## src/rtl/ptw_pkg.sv

```systemverilog
// Shared types and widths for the page-table-walker request arbiter.
package ptw_pkg;

  localparam int VPN_W = 27;
  localparam int PTE_W = 64;
  localparam int PRV_W = 2;

  // addr + prv + store + fetch
  localparam int REQ_W = VPN_W + PRV_W + 2;

  typedef enum logic [1:0] {
    ST_IDLE  = 2'd0,
    ST_ISSUE = 2'd1,
    ST_WAIT  = 2'd2,
    ST_RESP  = 2'd3
  } state_t;

  typedef struct packed {
    logic [VPN_W-1:0] addr;
    logic [PRV_W-1:0] prv;
    logic             store;
    logic             fetch;
  } ptw_req_t;

endpackage

```

## src/rtl/ptw_rr_arb2.sv

```systemverilog
// Combinational two-way round-robin grant. A lone requestor always wins;
// on a tie the requestor that did not win last time is chosen.
module ptw_rr_arb2 (
  input  logic [1:0] valid,
  input  logic       last_grant,
  output logic [1:0] grant,
  output logic       winner
);

  // winner selection and one-hot grant
  always_comb begin
    winner = 1'b0;
    grant  = 2'b00;
    case (valid)
      2'b01:   winner = 1'b0;
      2'b10:   winner = 1'b1;
      2'b11:   winner = ~last_grant;
      default: winner = 1'b0;
    endcase
    if (valid != 2'b00) begin
      grant = winner ? 2'b10 : 2'b01;
    end
  end

endmodule

```

## src/rtl/ptw_req_arbiter.sv

```systemverilog
// Shares one page-table walker between the ITLB (requestor 0) and the
// DTLB (requestor 1). One walk in flight at a time; invalidates seen
// while the walk is outstanding mark the returned PTE as stale.
//
//   state    | meaning
//   ---------+-------------------------------------------------------
//   ST_IDLE  | no walk; grant the round-robin winner combinationally
//   ST_ISSUE | registered request presented to the PTW until accepted
//   ST_WAIT  | walk in progress, waiting for the PTW response
//   ST_RESP  | one-cycle response pulse to the owning requestor
module ptw_req_arbiter
  import ptw_pkg::*;
(
  input  logic             clock,
  input  logic             reset,

  input  logic             io_requestor_0_req_valid,
  output logic             io_requestor_0_req_ready,
  input  logic [VPN_W-1:0] io_requestor_0_req_bits_addr,
  input  logic [PRV_W-1:0] io_requestor_0_req_bits_prv,
  input  logic             io_requestor_0_req_bits_store,
  input  logic             io_requestor_0_req_bits_fetch,
  output logic             io_requestor_0_resp_valid,
  output logic [PTE_W-1:0] io_requestor_0_resp_bits_pte,
  output logic             io_requestor_0_resp_bits_stale,

  input  logic             io_requestor_1_req_valid,
  output logic             io_requestor_1_req_ready,
  input  logic [VPN_W-1:0] io_requestor_1_req_bits_addr,
  input  logic [PRV_W-1:0] io_requestor_1_req_bits_prv,
  input  logic             io_requestor_1_req_bits_store,
  input  logic             io_requestor_1_req_bits_fetch,
  output logic             io_requestor_1_resp_valid,
  output logic [PTE_W-1:0] io_requestor_1_resp_bits_pte,
  output logic             io_requestor_1_resp_bits_stale,

  input  logic             io_dpath_invalidate,

  output logic             io_ptw_req_valid,
  input  logic             io_ptw_req_ready,
  output logic [VPN_W-1:0] io_ptw_req_bits_addr,
  output logic [PRV_W-1:0] io_ptw_req_bits_prv,
  output logic             io_ptw_req_bits_store,
  output logic             io_ptw_req_bits_fetch,
  input  logic             io_ptw_resp_valid,
  input  logic [PTE_W-1:0] io_ptw_resp_bits_pte,

  output logic             io_busy
);

  state_t           state_q, state_d;
  logic             last_grant_q, last_grant_d;
  logic             owner_q, owner_d;
  logic             stale_q, stale_d;
  ptw_req_t         req_q, req_d;
  logic [PTE_W-1:0] pte_q, pte_d;

  logic [1:0] arb_valid;
  logic [1:0] arb_grant;
  logic       arb_winner;
  ptw_req_t   req_in_0, req_in_1;

  assign arb_valid = {io_requestor_1_req_valid, io_requestor_0_req_valid};
  assign req_in_0  = '{addr:  io_requestor_0_req_bits_addr,
                       prv:   io_requestor_0_req_bits_prv,
                       store: io_requestor_0_req_bits_store,
                       fetch: io_requestor_0_req_bits_fetch};
  assign req_in_1  = '{addr:  io_requestor_1_req_bits_addr,
                       prv:   io_requestor_1_req_bits_prv,
                       store: io_requestor_1_req_bits_store,
                       fetch: io_requestor_1_req_bits_fetch};

  ptw_rr_arb2 u_arb (
    .valid      (arb_valid),
    .last_grant (last_grant_q),
    .grant      (arb_grant),
    .winner     (arb_winner)
  );

  // next-state, capture and invalidate tracking
  always_comb begin
    state_d      = state_q;
    last_grant_d = last_grant_q;
    owner_d      = owner_q;
    stale_d      = stale_q;
    req_d        = req_q;
    pte_d        = pte_q;
    case (state_q)
      ST_IDLE: begin
        // the winner's ready is always high, so any valid is a handshake;
        // an invalidate on this same cycle belongs to the previous epoch
        if (arb_valid != 2'b00) begin
          req_d        = arb_winner ? req_in_1 : req_in_0;
          owner_d      = arb_winner;
          last_grant_d = arb_winner;
          stale_d      = 1'b0;
          state_d      = ST_ISSUE;
        end
      end
      ST_ISSUE: begin
        if (io_dpath_invalidate) stale_d = 1'b1;
        if (io_ptw_req_ready)    state_d = ST_WAIT;
      end
      ST_WAIT: begin
        if (io_dpath_invalidate) stale_d = 1'b1;
        if (io_ptw_resp_valid) begin
          pte_d   = io_ptw_resp_bits_pte;
          state_d = ST_RESP;
        end
      end
      ST_RESP: begin
        state_d = ST_IDLE;
      end
      default: state_d = ST_IDLE;
    endcase
  end

  // state and datapath registers
  always_ff @(posedge clock) begin
    if (reset) begin
      state_q      <= ST_IDLE;
      last_grant_q <= 1'b1;
      owner_q      <= 1'b0;
      stale_q      <= 1'b0;
      req_q        <= '0;
      pte_q        <= '0;
    end else begin
      state_q      <= state_d;
      last_grant_q <= last_grant_d;
      owner_q      <= owner_d;
      stale_q      <= stale_d;
      req_q        <= req_d;
      pte_q        <= pte_d;
    end
  end

  // outputs; response data goes to both requestors, only valid is steered
  always_comb begin
    io_requestor_0_req_ready       = (state_q == ST_IDLE) && arb_grant[0];
    io_requestor_1_req_ready       = (state_q == ST_IDLE) && arb_grant[1];
    io_requestor_0_resp_valid      = (state_q == ST_RESP) && !owner_q;
    io_requestor_1_resp_valid      = (state_q == ST_RESP) &&  owner_q;
    io_requestor_0_resp_bits_pte   = pte_q;
    io_requestor_1_resp_bits_pte   = pte_q;
    io_requestor_0_resp_bits_stale = stale_q;
    io_requestor_1_resp_bits_stale = stale_q;
    io_ptw_req_valid               = (state_q == ST_ISSUE);
    io_ptw_req_bits_addr           = req_q.addr;
    io_ptw_req_bits_prv            = req_q.prv;
    io_ptw_req_bits_store          = req_q.store;
    io_ptw_req_bits_fetch          = req_q.fetch;
    io_busy                        = (state_q != ST_IDLE);
  end

  // a PTW response with no walk outstanding is dropped; flag it in simulation
  a_resp_only_in_wait : assert property (
    @(posedge clock) disable iff (reset) io_ptw_resp_valid |-> (state_q == ST_WAIT)
  );

endmodule

```

## config.mk

```make
export PLATFORM = sky130hd
export DESIGN_NAME = ptw_req_arbiter
export DESIGN_NICKNAME = d
export VERILOG_FILES = /design/src/rtl/ptw_pkg.sv /design/src/rtl/ptw_rr_arb2.sv /design/src/rtl/ptw_req_arbiter.sv
export SDC_FILE = /design/constraint.sdc
export NUM_CORES = 1
export LEC_CHECK = 0
export BUFFER_PORTS_ARGS = -buffer_cell sky130_fd_sc_hd__buf_2
export CORE_AREA = 4 4 114 116
export DETAILED_ROUTE_END_ITERATION = 6
export DIE_AREA = 0 0 118 120
export PLACE_DENSITY = 0.81
export REMOVE_ABC_BUFFERS = 1
export SLEW_MARGIN = 10
export SYNTH_ARGS = -nofsm -noshare
export SYNTH_HDL_FRONTEND = slang
export SYNTH_HIERARCHICAL = 1
export SYNTH_SLANG_ARGS = --single-unit
```

## constraint.sdc

```tcl
create_clock -name clock -period 2 [get_ports clock]
set_input_delay 0.3 -clock clock [delete_from_list [all_inputs] [get_ports clock]]
set_output_delay 0.3 -clock clock [all_outputs]
set_load 0.005 [all_outputs]
```

======== Word-level counts from Yosys, hierarchy flattened ========
Cells that the tools add are included.
word-level totals
  logic and storage cells ................. 44
  memory bits (read-only) ................. 0
  bits in writable memories ............... 0
  memories kept ........................... 0
  bits in latches ......................... 0
  flip-flop bits (word level) ............. 100
cells by class
  shifts and indexed selects .............. 0
  div/mod/pow operators ................... 0
  muxes and demuxes ....................... 11
  order comparisons ....................... 0
  multipliers ............................. 0
  add/sub/neg operators ................... 0
  equality and inequality tests ........... 9
  reduce and logical (&&, ||, !) cells .... 14
  bitwise gates (word level) .............. 1
operators by type and width
  cell                count
  $mux 31             1
  $mux 2              5
  $eq 2x2->1 const B  4
  $pmux 2 s4          1
  $reduce_and 3->1    2
  $reduce_bool 2->1   3
  $logic_and 1x1->1   4
  $ne 2x1->1 const B  2
  $ne 2x2->1 const B  2
  $pmux 1 s2          2
  $reduce_and 2->1    2
  $eq 2x1->1 const B  1
  $logic_not 2->1     1
  $mux 1              2
  $reduce_or 2->1     1
  $logic_not 1->1     1
  $not 1->1           1

======== Depth between registers and ports, before layout ========
Gate-level depths: netlist of the first run.
  depth after elaboration ................. 5
  mapped depth ............................ 7

======== Hierarchy ========
The synthesis of the first run kept the hierarchy.
modules (own cells, without submodules)
  module           cells each  area an instance (µm²)  instances  seq. area each (µm²)
  ptw_req_arbiter  519         4401.7                  1          2001.9
  ptw_rr_arb2      4           26.3                    1          0.0

======== Worst setup path after synthesis of the first run ========
OpenSTA, ideal clock, no wires.
  path type ............................... register -> register
  start point ............................. register state_q[0]
  end point ............................... register state_q[0]
  path buffers ............................ 0
  library setup time ...................... 0.116 ns
  stages on the path, launching flop included .. 6
  setup slack ............................. 0.474 ns
  arrival time ............................ 1.410 ns
  path through ............................ dfxtp_1 > inv_1 > ha_1 > nor3b_4 > or4_1 > o211a_1
between the ends
  longest elaborated chain between the ends .. 3
  elaborated cells on any way between the ends .. 9
  classes of those cells .................. 6 x eq/ne; 1 x mux; 2 x reduce/logical
ends and longest elaborated chain
  item                                                       RTL line                RTL
  start, declared                                            ptw_req_arbiter.sv:51   state_t state_q, state_d;
  start signal, assigned                                     ptw_req_arbiter.sv:128  state_q <= state_d;
  $eq 2x2->1, or another cell as far along                   ptw_req_arbiter.sv:88   case (state_q)
  $ne 2x2->1 (no line) / $ne 2x1->1 (equally long branches)  --
  $reduce_and 3->1 (no line)                                 --
Several ways; a longest one is shown, not always the timed one.
A chain may end at the register's enable or synchronous reset.

======== Worst setup path in the final report of the first run ========
  start point ............................. register state_q[0]
  end point ............................... output port io_requestor_1_req_ready
between the ends
  longest elaborated chain between the ends .. 2
ends and longest elaborated chain
  item               RTL line                RTL
  $logic_not 2->1    ptw_req_arbiter.sv:140  io_requestor_1_req_ready = (state_q == ST_IDLE) && arb_grant[1];
  $logic_and 1x1->1  ptw_req_arbiter.sv:140
  end, declared      ptw_req_arbiter.sv:28   output logic io_requestor_1_req_ready,
Every way passes these cells.

==> run summary, run 1 <==
PwrDens = 1143 nW/um2
Syn Area/Cell = 8.467 um2
Clk slew on worst S/H paths = 0.07 ns
Worst vdd ir = 0.5446 mV
Element type at the critical path end = output port
Number of library cell types mapped by synthesis = 28
CP max stage delay = 0.38 ns
Gr ovfl total = 0
Worst hold path cell count = 3
Crit share post-route = 0.8583
Warnings, synthesis = 6
Initial antenna violation count = 0
Htree depth = 3
Final wirelength = 12,590 um
P_int = 4.487 mW
Final setup fails = 0
Largest net degree at the start of global routing = 65
Final #Nets = 881
Final slew viol count = 0
Synthesized area = 4428 um2
Hold slack = 0.1965 ns
Chip height = 120 um
RSZ-0062 raised after global routing = false
NetSw = 2.237 mW
Area delta synth->final = 32.83%
Die ar. = 14,160 um2
Total track usage = 0.1703
HP Class = input port to register
Post-route setup slack = 0.2835 ns
Hold Fails Final Rpt = 0
Crit-path cells = inv_1, ha_1, and2_2, buf_2
Total CTS buffers = 9
Initial DRC Count = 231
Root Buffer = clkbuf_16
Vias in the first global route = 3,933
Clock Path Buffers = 2
Leakage power = 2.970 nW
Critical Path AT = 1.42 ns
Post-CTS Hold Buffers = 0
DR vias/cell = 4.648
Logic pwr share = 0.342
Row cnt = 40
Cells after synthesis = 523
TritonCTS clock tree = yes
Tot Pwr = 6.724 mW
CP Data Required Time = 1.70 ns
Clk_lat worst skew = 0.33 ns
Register area share after synthesis = 0.4521
WHS Endpoint = io_requestor_0_resp_bits_pte[33]
Hold Path Origin = io_ptw_resp_bits_pte[33]
TritonRoute pass-1 iters = 5
CP max-delay cell = dfxtp_1
Final Non-Filler Cells = 895
Highest-count cells in the layout ignoring fill and taps = buf_2 (298), nand2_1 (132), dfxtp_1 (100)
Post-CTS Setup Inserts = 0
Fmax = 582.6 MHz
CP Launch Point = state_q[0]
Number of buffer and inverter stages on the critical path = 2
Crit Path Class = register to output port
DP HPWL = 9918 um
DR vias = 4,160
Die width = 118 um
Clk pwr share = 0.256
Launching point of the worst reg2reg path = state_q[0]
Slew HR = 0.6659
Sequential Power Share = 0.402
Post-layout minimum cycle time = 1.717 ns
R2r worst-path depth = 5
Place WS = 0.3478 ns
Layout Skew = 0.008998 ns
Crit path max fanout = 6
Slew @ Worst Pin = 0.5011 ns
Sink Count = 100
PostCTS Resize Cnt = 0
IO Port Bufs = 299
Status = finished clean
Antenna-violating nets left = 0
DRC errors left = 0
Crit path launch type = register
Gpl congestion = 0.7945
#FFs+latches synth = 100
Initial core utilization = 0.3717
Max cap viols = 0
Commonest non-fill, non-tap cell in the layout = buf_2
Post-Place Cells = 879
WL/cell = 14.07 um
Share of layout cells above drive strength 1 = 0.4465
Global-route wire length before repair = 19,740 um
Core region area = 11,910 um2
I/O pin total = 300
Net switching fraction of the power = 0.3327
R2r endpoint = state_q[0]
Antenna diode count = 0
R2R Setup Slk = 0.33 ns
CP top delay family = flip-flops
[worst min-delay path: cells and delay by family]
kind | cells | cell delay (ns)
simple gates | 1 | 0.04
buf+inv | 1 | 0.09
compound gates | 1 | 0.05
[power groups by stage]
stage | clock, mW | sequential, mW | combinational (mW)
3_3_place_gp | 0 | 2.74 | 2.28
5_1_grt | 1.84 | 2.76 | 2.59
3_5_place_dp | 0 | 2.74 | 2.34
2_1_floorplan | 0 | 2.77 | 1.13
6_report | 1.72 | 2.70 | 2.30
4_1_cts | 1.76 | 2.70 | 2.34
[cell families (layout without fill, tap and decap cells)]
family,count (synthesis),count (layout),synth area share
simple gates,175,175,0.1585
compound gates,107,107,0.1481
buf+inv,105,330,0.1571
flops,100,100,0.4521
mux,31,31,0.07008
fa+ha+maj,5,5,0.01413
[worst max-delay path by stage]
stage | depth (start not counted) | slack [ns] | end
5_1_grt | 6 | 0.16 | io_ptw_req_bits_addr[21]
6_report | 4 | 0.28 | io_requestor_1_req_ready
3_3_place_gp | 5 | 0.40 | state_q[0]
2_1_floorplan | 3 | -2.35 | io_ptw_req_bits_addr[1]
3_5_place_dp | 6 | 0.35 | io_ptw_req_bits_addr[22]
4_1_cts | 4 | 0.27 | io_requestor_1_req_ready
[flip-flops by register name (all words and copies together), names as in the netlist]
register,cells
io_ptw_req_bits_addr,27
io_ptw_req_bits_fetch,1
io_ptw_req_bits_prv,2
io_ptw_req_bits_store,1
io_requestor_0_resp_bits_pte,64
io_requestor_0_resp_bits_stale,1
last_grant_q,1
owner_q,1
state_q,2
[area by class of cell]
cell class                 count  area, um2
clock buffer                  11      232.7
sequential                   100       2002
inverter                       5      18.77
multi-input combinational    318       1747
timing repair buffer         309       1637
clock inverter                 5      61.31
tap                          147      183.9
fill                        1162       6030
[stage by stage]
step / cell area, um2 / util / setup TNS, ns
CTS: 5882 / 0.4938 / 0
floorplan: 3751 / - / -77.19
global placement: 5588 / 0.4691 / 0
global route: 5882 / 0.4938 / 0
detailed placement: 5588 / 0.4691 / 0
finish: 5882 / 0.4938 / 0
[cell usage after synthesis]
| cell | n | area share |
|---|---|---|
| a211oi_1 | 28 | 0.047 |
| a211oi_2 | 3 | 0.0085 |
| a21boi_0 | 2 | 0.0034 |
| a21boi_1 | 1 | 0.0017 |
| a21oi_1 | 66 | 0.075 |
| and2_1 | 2 | 0.0028 |
| and2_2 | 2 | 0.0034 |
| buf_2 | 13 | 0.015 |
| buf_4 | 68 | 0.12 |
| buf_6 | 4 | 0.010 |
| clkbuf_1 | 15 | 0.013 |
| dfxtp_1 | 100 | 0.45 |
| ha_1 | 5 | 0.014 |
| inv_1 | 5 | 0.0042 |
| mux2i_1 | 31 | 0.070 |
| nand2_1 | 133 | 0.11 |
| nor2_1 | 31 | 0.026 |
| nor2b_1 | 3 | 0.0042 |
| nor3_1 | 1 | 0.0011 |
| nor3b_4 | 1 | 0.0042 |
| nor4b_1 | 1 | 0.0020 |
| o211a_1 | 1 | 0.0023 |
| o211ai_1 | 1 | 0.0017 |
| o21a_1 | 2 | 0.0034 |
| o21ai_0 | 1 | 0.0011 |
| o31a_2 | 1 | 0.0023 |
| o31ai_1 | 1 | 0.0017 |
| or4_1 | 1 | 0.0017 |
[per-layer routing]
metal / track usage / part of all wire / vias to the layer above
li1: - / - / 2103
met1: 0.2032 / 0.41 / 1849
met2: 0.2911 / 0.49 / 201
met3: 0.06079 / 0.092 / 7
met4: 0.04615 / 0.010 / 0
met5: 0 / 0 / -
(Power assumes the default switching activity.)
==> run 2: changes to the inputs <==
--- a/config.mk
+++ b/config.mk
@@ -6,10 +6,10 @@
 export NUM_CORES = 1
 export LEC_CHECK = 0
 export BUFFER_PORTS_ARGS = -buffer_cell sky130_fd_sc_hd__buf_2
-export CORE_AREA = 4 4 114 116
+export CORE_MARGIN = 4
+export CORE_UTILIZATION = 30
 export DETAILED_ROUTE_END_ITERATION = 6
-export DIE_AREA = 0 0 118 120
-export PLACE_DENSITY = 0.81
+export PLACE_DENSITY = 0.7
 export REMOVE_ABC_BUFFERS = 1
 export SLEW_MARGIN = 10
 export SYNTH_ARGS = -nofsm -noshare
==> run 2 against run 1 <==
Count of clock-buffer cells in the layout is 1 lower. Largest cell class unchanged. Flip-flop and latch count is the same. Clock power grew 5%. Die area grew 18%. Worst hold slack got worse by 0.011 ns. Power is 0.69% higher. Largest power group unchanged. Cell area grew 0.81%. Setup slack better by 0.0068 ns. Via count rose by 0.36%. Non-clock buffer count down 2. Routed wire length rose by 0.55%. Combinational power barely moved.
==> run summary, run 2 (synthesized netlist as in run 1, its figures left out) <==
Status = finished clean
Initial core utilization = 0.3058 (-0.06592)
CP max-delay cell = dfxtp_1
Hold Path Origin = io_ptw_resp_bits_pte[6]
Crit path max fanout = 6 (unchanged)
Number of buffer and inverter stages on the critical path = 2 (unchanged)
Launching point of the worst reg2reg path = state_q[0]
Dpl cell area = 5619 um2 (+0.56%)
CP top delay family = flip-flops
Max cap viols = 0 (unchanged)
Crit Path Class = register to output port
Die width = 129.5 um (+9.7%)
Total track usage = 0.1424 (-0.02793)
Post-Place Cells = 914 (+4.0%)
RSZ-0062 raised after global routing = false
Gr ovfl total = 0 (unchanged)
Antenna diode count = 0 (unchanged)
Share of layout cells above drive strength 1 = 0.4477 (+0.001197)
Final Non-Filler Cells = 930 (+3.9%)
Htree depth = 3 (unchanged)
R2r endpoint = state_q[0]
CP Data Required Time = 1.70 ns (about the same)
Initial antenna violation count = 0 (unchanged)
WHS Endpoint = io_requestor_0_resp_bits_pte[6]
DRC errors left = 0 (unchanged)
Fmax = 584.9 MHz (+0.40%)
Initial DRC Count = 104 (-55%)
Final setup fails = 0 (unchanged)
R2R Setup Slk = 0.36 ns (+0.03 ns)
Worst vdd ir = 0.5854 mV (+7.5%)
PostCTS Resize Cnt = 0 (unchanged)
IO Port Bufs = 299 (unchanged)
Chip height = 129.5 um (+7.9%)
Final slew viol count = 0 (unchanged)
Tot Pwr = 6.771 mW (+0.69%)
Clk slew on worst S/H paths = 0.07 ns (about the same)
Slew @ Worst Pin = 0.3893 ns (-0.1119 ns)
Crit-path cells = inv_1, ha_1, and2_2, buf_2
TritonRoute pass-1 iters = 4 (-1)
HP Class = input port to register
TritonCTS clock tree = yes
DR vias/cell = 4.489 (-3.4%)
Gpl congestion = 0.7538 (-5.1%)
Slew HR = 0.7377 (+0.07184)
DR vias = 4,175 (+0.36%)
Post-CTS Setup Inserts = 0 (unchanged)
CP Launch Point = state_q[0]
Highest-count cells in the layout ignoring fill and taps = buf_2 (298), nand2_1 (132), dfxtp_1 (100)
Post-route setup slack = 0.2903 ns (+0.006782 ns)
Final wirelength = 12,660 um (+0.55%)
Largest net degree at the start of global routing = 64 (-1.5%)
Global-route wire length before repair = 19,040 um (-3.5%)
Clock Path Buffers = 2 (unchanged)
Crit share post-route = 0.8549 (-0.003391)
Leakage power = 2.966 nW (-0.13%)
Critical Path AT = 1.41 ns (about the same)
Area delta synth->final = 33.91%
Die ar. = 16,770 um2 (+18%)
Post-CTS Hold Buffers = 0 (unchanged)
Hold slack = 0.1854 ns (-0.01117 ns)
Row cnt = 44 (+10%)
Sink Count = 100 (unchanged)
I/O pin total = 300 (unchanged)
Commonest non-fill, non-tap cell in the layout = buf_2
Total CTS buffers = 9 (unchanged)
Final instance area = 5929 um2 (+0.81%)
Final #Nets = 879 (-0.23%)
Hold Fails Final Rpt = 0 (unchanged)
Layout Skew = 0.01128 ns (+0.002286 ns)
PwrDens = 1142 nW/um2 (-0.11%)
Max reg flops = 64 (unchanged)
WL/cell = 13.62 um (-3.2%)
Clk_lat worst skew = 0.34 ns (about the same)
Worst hold path cell count = 3 (unchanged)
Crit path launch type = register
CP max stage delay = 0.40 ns (+0.02 ns)
Antenna-violating nets left = 0 (unchanged)
Vias in the first global route = 3,797 (-3.5%)
Place WS = 0.3689 ns (+0.02111 ns)
DP HPWL = 9821 um (-0.98%)
Core region area = 14,480 um2 (+22%)
Post-layout minimum cycle time = 1.710 ns (-0.006782 ns)
Element type at the critical path end = output port
Root Buffer = clkbuf_16
R2r worst-path depth = 5 (unchanged)
-- run 2: cell count changes in the layout (fill, tap and decap cells not counted), sizes merged --
cell      previous run  this run
buf                309       307
clkbuf              11        10
clkinv               3         2
clkinvlp             0         1
inv                  6         7
-- run 2: cell type report --
cell class / count / area (um2)
sequential: 100 / 2002
multi-input combinational: 318 / 1747
timing repair buffer: 307 / 1622
clock buffer: 10 / 239.0
clock inverter: 6 / 71.32
tap: 184 / 230.2
inverter: 5 / 18.77
fill: 1493 / 8549
-- run 2: how the worst max path moves through the flow --
| stage | to | slack (ns) | cells past startpoint |
|---|---|---|---|
| final | io_requestor_1_req_ready | 0.29 | 4 |
| after global routing | io_requestor_1_req_ready | 0.21 | 4 |
| after CTS | io_requestor_1_req_ready | 0.26 | 4 |
| after detailed placement | state_q[0] | 0.37 | 5 |
| after global placement | state_q[0] | 0.42 | 5 |
| after floorplan | io_ptw_req_bits_addr[1] | -2.35 | 3 |
-- run 2: power by group --
group	switching, mW	total, mW	internal (mW)
Combinational	1.22	2.27	1.05
Clock	0.787	1.81	1.02
Sequential	0.270	2.69	2.42
-- run 2: per-stage QoR --
step	util	TNS, ns
floorplan	-	-77.19
global placement	0.3881	0
detailed placement	0.3881	0
CTS	0.4095	0
global route	0.4095	0
finish	0.4095	0
-- run 2: worst reg2reg max path: stages (launching register included) --
cell and delay (ns):
dfxtp_1 0.40, inv_1 0.10, ha_1 0.25, nor3b_4 0.19, or4_1 0.47, o211a_1 0.13
-- run 2: metal layers --
metal / global-route usage / wire length, um / part of all wire
met2: 0.2378 / 6016 / 0.48
met4: 0.06785 / 287 / 0.023
met1: 0.1670 / 5002 / 0.40
met5: 0 / 0 / 0
met3: 0.04369 / 1357 / 0.11
